===== config.mk =====
export PLATFORM = sky130hd
export DESIGN_NAME = regfile_wb_arbiter
export DESIGN_NICKNAME = d
export VERILOG_FILES = /design/src/rtl/regfile_wb_arbiter.sv
export SDC_FILE = /design/constraint.sdc
export NUM_CORES = 1
export LEC_CHECK = 0
export ABC_AREA = 1
export CORE_AREA = 2 2 105 107
export CTS_BUF_LIST = sky130_fd_sc_hd__clkbuf_4 sky130_fd_sc_hd__clkbuf_8 sky130_fd_sc_hd__clkbuf_16
export CTS_CLUSTER_DIAMETER = 40
export DETAILED_ROUTE_END_ITERATION = 12
export DIE_AREA = 0 0 107 109
export HOLD_SLACK_MARGIN = 0.03
export PLACE_DENSITY = 0.68
export SLEW_MARGIN = 20
export SYNTH_ARGS = -nofsm -noshare
export SYNTH_HDL_FRONTEND = slang
export SYNTH_SLANG_ARGS = --single-unit

===== constraint.sdc =====
create_clock -name clk -period 2.7 [get_ports clk]
set_input_delay 0.54 -clock clk [delete_from_list [all_inputs] [get_ports clk]]
set_output_delay 0.54 -clock clk [all_outputs]
set_load 0.01 [all_outputs]

===== src/rtl/regfile_wb_arbiter.sv =====
// regfile_wb_arbiter: round-robin arbiter sharing the register-file write port between
// the ALU and LSU write-back paths, plus a pending-write scoreboard for decode RAW stalls.
module regfile_wb_arbiter #(
    parameter int RegNum       = 32,
    parameter int RegAddrWidth = 5,
    parameter int RegBusWidth  = 32
) (
    input  logic                    clk,
    input  logic                    rstn,
    input  logic                    alu_valid_i,
    output logic                    alu_ready_o,
    input  logic [RegAddrWidth-1:0] alu_rd_i,
    input  logic [RegBusWidth-1:0]  alu_data_i,
    input  logic                    lsu_valid_i,
    output logic                    lsu_ready_o,
    input  logic [RegAddrWidth-1:0] lsu_rd_i,
    input  logic [RegBusWidth-1:0]  lsu_data_i,
    input  logic                    issue_i,
    input  logic [RegAddrWidth-1:0] issue_rd_i,
    input  logic [RegAddrWidth-1:0] rs1_i,
    input  logic [RegAddrWidth-1:0] rs2_i,
    output logic                    hazard_o,
    output logic                    we_o,
    output logic [RegAddrWidth-1:0] waddr_o,
    output logic [RegBusWidth-1:0]  wdata_o
);
    logic                    prio_alu;
    logic [RegNum-1:0]       busy;
    logic                    grant;
    logic [RegAddrWidth-1:0] g_rd;
    logic [RegBusWidth-1:0]  g_data;

    // prio_alu only moves on contention, so lone requests never disturb fairness
    assign alu_ready_o = alu_valid_i && (!lsu_valid_i || prio_alu);
    assign lsu_ready_o = lsu_valid_i && (!alu_valid_i || !prio_alu);
    assign grant       = alu_ready_o || lsu_ready_o;
    assign g_rd        = alu_ready_o ? alu_rd_i : lsu_rd_i;
    assign g_data      = alu_ready_o ? alu_data_i : lsu_data_i;
    assign hazard_o    = (rs1_i != '0 && busy[rs1_i]) || (rs2_i != '0 && busy[rs2_i]);

    always_ff @(posedge clk or negedge rstn) begin
        if (!rstn) begin
            prio_alu <= 1'b0;
            we_o     <= 1'b0;
            waddr_o  <= '0;
            wdata_o  <= '0;
        end else begin
            if (alu_valid_i && lsu_valid_i)
                prio_alu <= lsu_ready_o;
            we_o <= grant && g_rd != '0;
            if (grant && g_rd != '0) begin
                waddr_o <= g_rd;
                wdata_o <= g_data;
            end
        end
    end

    // a same-edge issue to the register being written keeps it busy for the newer producer
    always_ff @(posedge clk or negedge rstn) begin
        if (!rstn)
            busy <= '0;
        else
            for (int i = 0; i < RegNum; i++)
                busy[i] <= i != 0 && ((issue_i && issue_rd_i == RegAddrWidth'(i)) ||
                                      (busy[i] && !(grant && g_rd == RegAddrWidth'(i))));
    end
endmodule


==> metrics.txt, run 1 <==
HP Class=in -> async; Min Clock Period, post-route=around 2.5 ns; status=completed; top-count cell post-synth=nand2_1; Detailed Route WL=~13 mm; placed cells=914; top-area cell type share of the netlist area=42.2%; Arr. time, crit path=about 2 ns; CTS sink count=70; largest net degree at the start of global routing=49; XOR/XNOR Fraction of Synth Area=0%; syn nets=around 740; Fin. Hold Viols=0; sw frac=roughly a third; cell taking the most area after synthesis=dfrtp_1; most instantiated cells after synthesis=nand2_1 (356), dfrtp_1 (70), o21ai_0 (67); # hold bufs at CTS=0; worst vdd ir=between 200 and 300 uV; DR vias/cell=approximately 4.7; mux cell area share after synthesis=0%; P_sw=about 1.2 mW; Post-CTS Setup Bufs=0; GRT overflow=0; Core ar.=10600 sq um; diode count=0; detailed-router iteration count before antenna repair=4; Max Cap Violations=0; Final Setup Violations=0; Clock Path Buffers=2; Layout area overhead=43.3%; Warnings, synthesis=0; post-DR wirelength/cell=between 10 and 15 um; Post-Route Skew=0.00996 ns; Initial DRC Count=about 260; Power Internal=between 2 and 2.5 mW; gpl congestion=just over 0.9; die height=between 100 and 150 um; RR Endpoint=wdata_o[3]$_DFFE_PN0P_; Die Area=~12000 sq um; # nets final=roughly 900; Tightest Pin Transition=~0.56 ns; mapped cell area=4150 sq um; Via Count=roughly 4400; post-synthesis sequential area ratio=a little over two fifths; Async S/R FF share, synth=100%; Worst Path Class, Setup=in -> out; post-DP HPWL=10.1 mm; Combinational Power Share=32.2%; FF-to-FF path depth=12; vias in the first global route=approximately 4400; Data required, critical path=2.16 ns; Max Transition Viols Final=0; Post-route DRC=0; P_leak=roughly 3.0 nW; IO Count=about 140; Critical Path Fanout Max=13; fill count=roughly 1000; dominant cells by area after synthesis=dfrtp_1 (42%), nand2_1 (32%), o21ai_0 (8.1%); Finished Layout Cells=between 900 and 1000; Finished Cell Area=5950 sq um; Mean Syn Cell Area=6.46 sq um; row count=38; clk_lat worst skew=0.35 ns; first-pass GRT wire length=21.1 mm; share of cells above drive strength 1=about 7.1%; Compound-Gate Fraction of Synth Area=approximately a tenth; fmax=0.394 GHz; chip width=roughly 110 um; share of power burned in registers=slightly above 40%; r2r setup slk=a little under 0.8 ns; Synth Register Bits=70; simple-gate area share of the yosys netlist=39.9%; Final ANT Viol Nets=0; CTS root buffer=clkbuf_8; GRT Overall Usage=around a quarter; Port Buffer Count=approximately 130; commonest register cell after synthesis=dfrtp_1; r2r startpoint=prio_alu$_DFFE_PN0P_; Yosys cell types=24; antenna violations before repair=0; Critical Path End Type=primary output; clock transition at the registers of the reported paths=approximately 0.080 ns; TritonCTS Buffers=9; Initial Utilization=39.1%; DP Area=between 5000 and 6000 sq um; unrepaired setup endpoints after global routing=no; htree depth=3; power per cell area=roughly 590 nW/um^2; number of synthesized flops with an enable pin=0; CTS tree=yes; Clock Power Share=26.4%; Worst setup SP type=input pin; post-synthesis adder-cell area fraction=0%; fin crit share=between 90% and 100%; main combinational cell family by area after synthesis=simple AND/OR/NAND/NOR gates; Post-Syn Instances=642; headroom to the max-slew limit=62.4%
## power by group through the flow
stage	sequential (mW)	clock [mW]	combinational (mW)
6_report	1.44	0.922	1.12
5_1_grt	1.47	0.985	1.27
4_1_cts	1.45	0.940	1.13
3_5_place_dp	1.46	0	1.13
3_3_place_gp	1.46	0	1.12
2_1_floorplan	1.44	0	0.552
## registers in the layout, summed over array words and instances, names as in the netlist
signal    flops
busy         31
waddr_o       5
wdata_o      32
we_o          1
prio_alu      1
## worst max path at each step
| stage | startpoint | end | slack, ns | cells past startpoint |
|---|---|---|---|---|
| CTS | rs1_i[0] | hazard_o | 0.02 | 13 |
| global route | rs2_i[0] | hazard_o | 0.02 | 15 |
| global placement | rs1_i[0] | hazard_o | -0.22 | 16 |
| detailed placement | rs1_i[0] | hazard_o | -0.23 | 16 |
| floorplan | rs1_i[0] | hazard_o | 0.62 | 14 |
| finish | rs2_i[0] | hazard_o | 0.16 | 15 |
## metrics by stage
stage               power (mW)  utilization (%)  setup WS (ns)  hold WS, ns  TNS [ns]
floorplan                 1.99                -          0.621        0.244         0
global placement          2.58             53.9         -0.219        0.461    -0.219
detailed placement        2.59             53.9         -0.228        0.462    -0.228
CTS                       3.52             56.1         0.0249        0.185         0
global route              3.73             56.1         0.0175        0.206         0
finish                    3.49             56.1          0.162        0.179         0
## placed cells by master, fill, tap and decap left out
cell,instances
a21oi_1,2
a31oi_1,1
buf_12,2
buf_2,1
buf_4,18
buf_6,2
bufinv_16,1
clkbuf_2,1
clkbuf_4,1
clkbuf_8,13
clkdlybuf4s50_1,131
clkinvlp_4,1
dfrtp_1,70
dlymetal6s2s_1,1
inv_1,52
inv_2,3
inv_4,1
nand2_1,356
nand2_2,2
nand2_4,3
nand3_1,32
nand3_2,1
nor2_1,20
nor2_4,2
o211ai_1,1
o211ai_2,1
o21ai_0,67
o21ai_1,1
o21ai_2,2
or2_2,1
## routing by layer
metal / up-vias / part of all wire [%] / global-route usage, %
met5: - / 0 / 0
met2: 161 / 49 / 40.1
li1: 2256 / - / -
met1: 1970 / 41 / 28.2
met4: 0 / 2.2 / 8.72
met3: 19 / 7.6 / 6.58
## cells by family (layout without fill, tap and decap cells)
logic type / count (synthesis) / count (layout)
AOI/OAI and AO/OA: 75 / 75
DFF: 70 / 70
and+or+nand+nor: 417 / 417
buffers and inverters: 80 / 228
## worst max-delay path, cell delays in order
cell             delay [ns]
clkdlybuf4s50_1        0.52
inv_2                  0.07
buf_12                 0.14
nand2_1                0.07
nand3_1                0.08
nand2_1                0.08
nand2_1                0.04
nand2_1                0.06
inv_1                  0.04
nand2_1                0.06
nand2_1                0.04
nand2_1                0.05
inv_1                  0.03
nand2_1                0.05
clkbuf_2               0.12
## cell type report
type | count | area (sq um) | area share (%)
inverters | 56 | 213 | 3.58
repair buffers | 156 | 1530 | 25.8
clock buffers | 14 | 186 | 3.14
flip-flops and latches | 70 | 1750 | 29.5
multi-input cells | 492 | 2050 | 34.5
well taps | 140 | 175 | 2.95
clock inverters | 2 | 37.5 | 0.631
## timing repair
action,4_1_cts,5_1_grt
hold endpoints to repair,0,0
endpoints found under the setup margin,1,1
resized for setup,2,5
No activity file was read; power rests on OpenSTA's default activity.
==> inputs of run 2 (changes only) <==
--- a/config.mk
+++ b/config.mk
@@ -6,9 +6,9 @@
 export NUM_CORES = 1
 export LEC_CHECK = 0
 export ABC_AREA = 1
+export CAP_MARGIN = 10
 export CORE_AREA = 2 2 105 107
 export CTS_BUF_LIST = sky130_fd_sc_hd__clkbuf_4 sky130_fd_sc_hd__clkbuf_8 sky130_fd_sc_hd__clkbuf_16
-export CTS_CLUSTER_DIAMETER = 40
 export DETAILED_ROUTE_END_ITERATION = 12
 export DIE_AREA = 0 0 107 109
 export HOLD_SLACK_MARGIN = 0.03
==> results of run 2 <==
The final DEF is identical to that of run 1; final timing and power are the same.
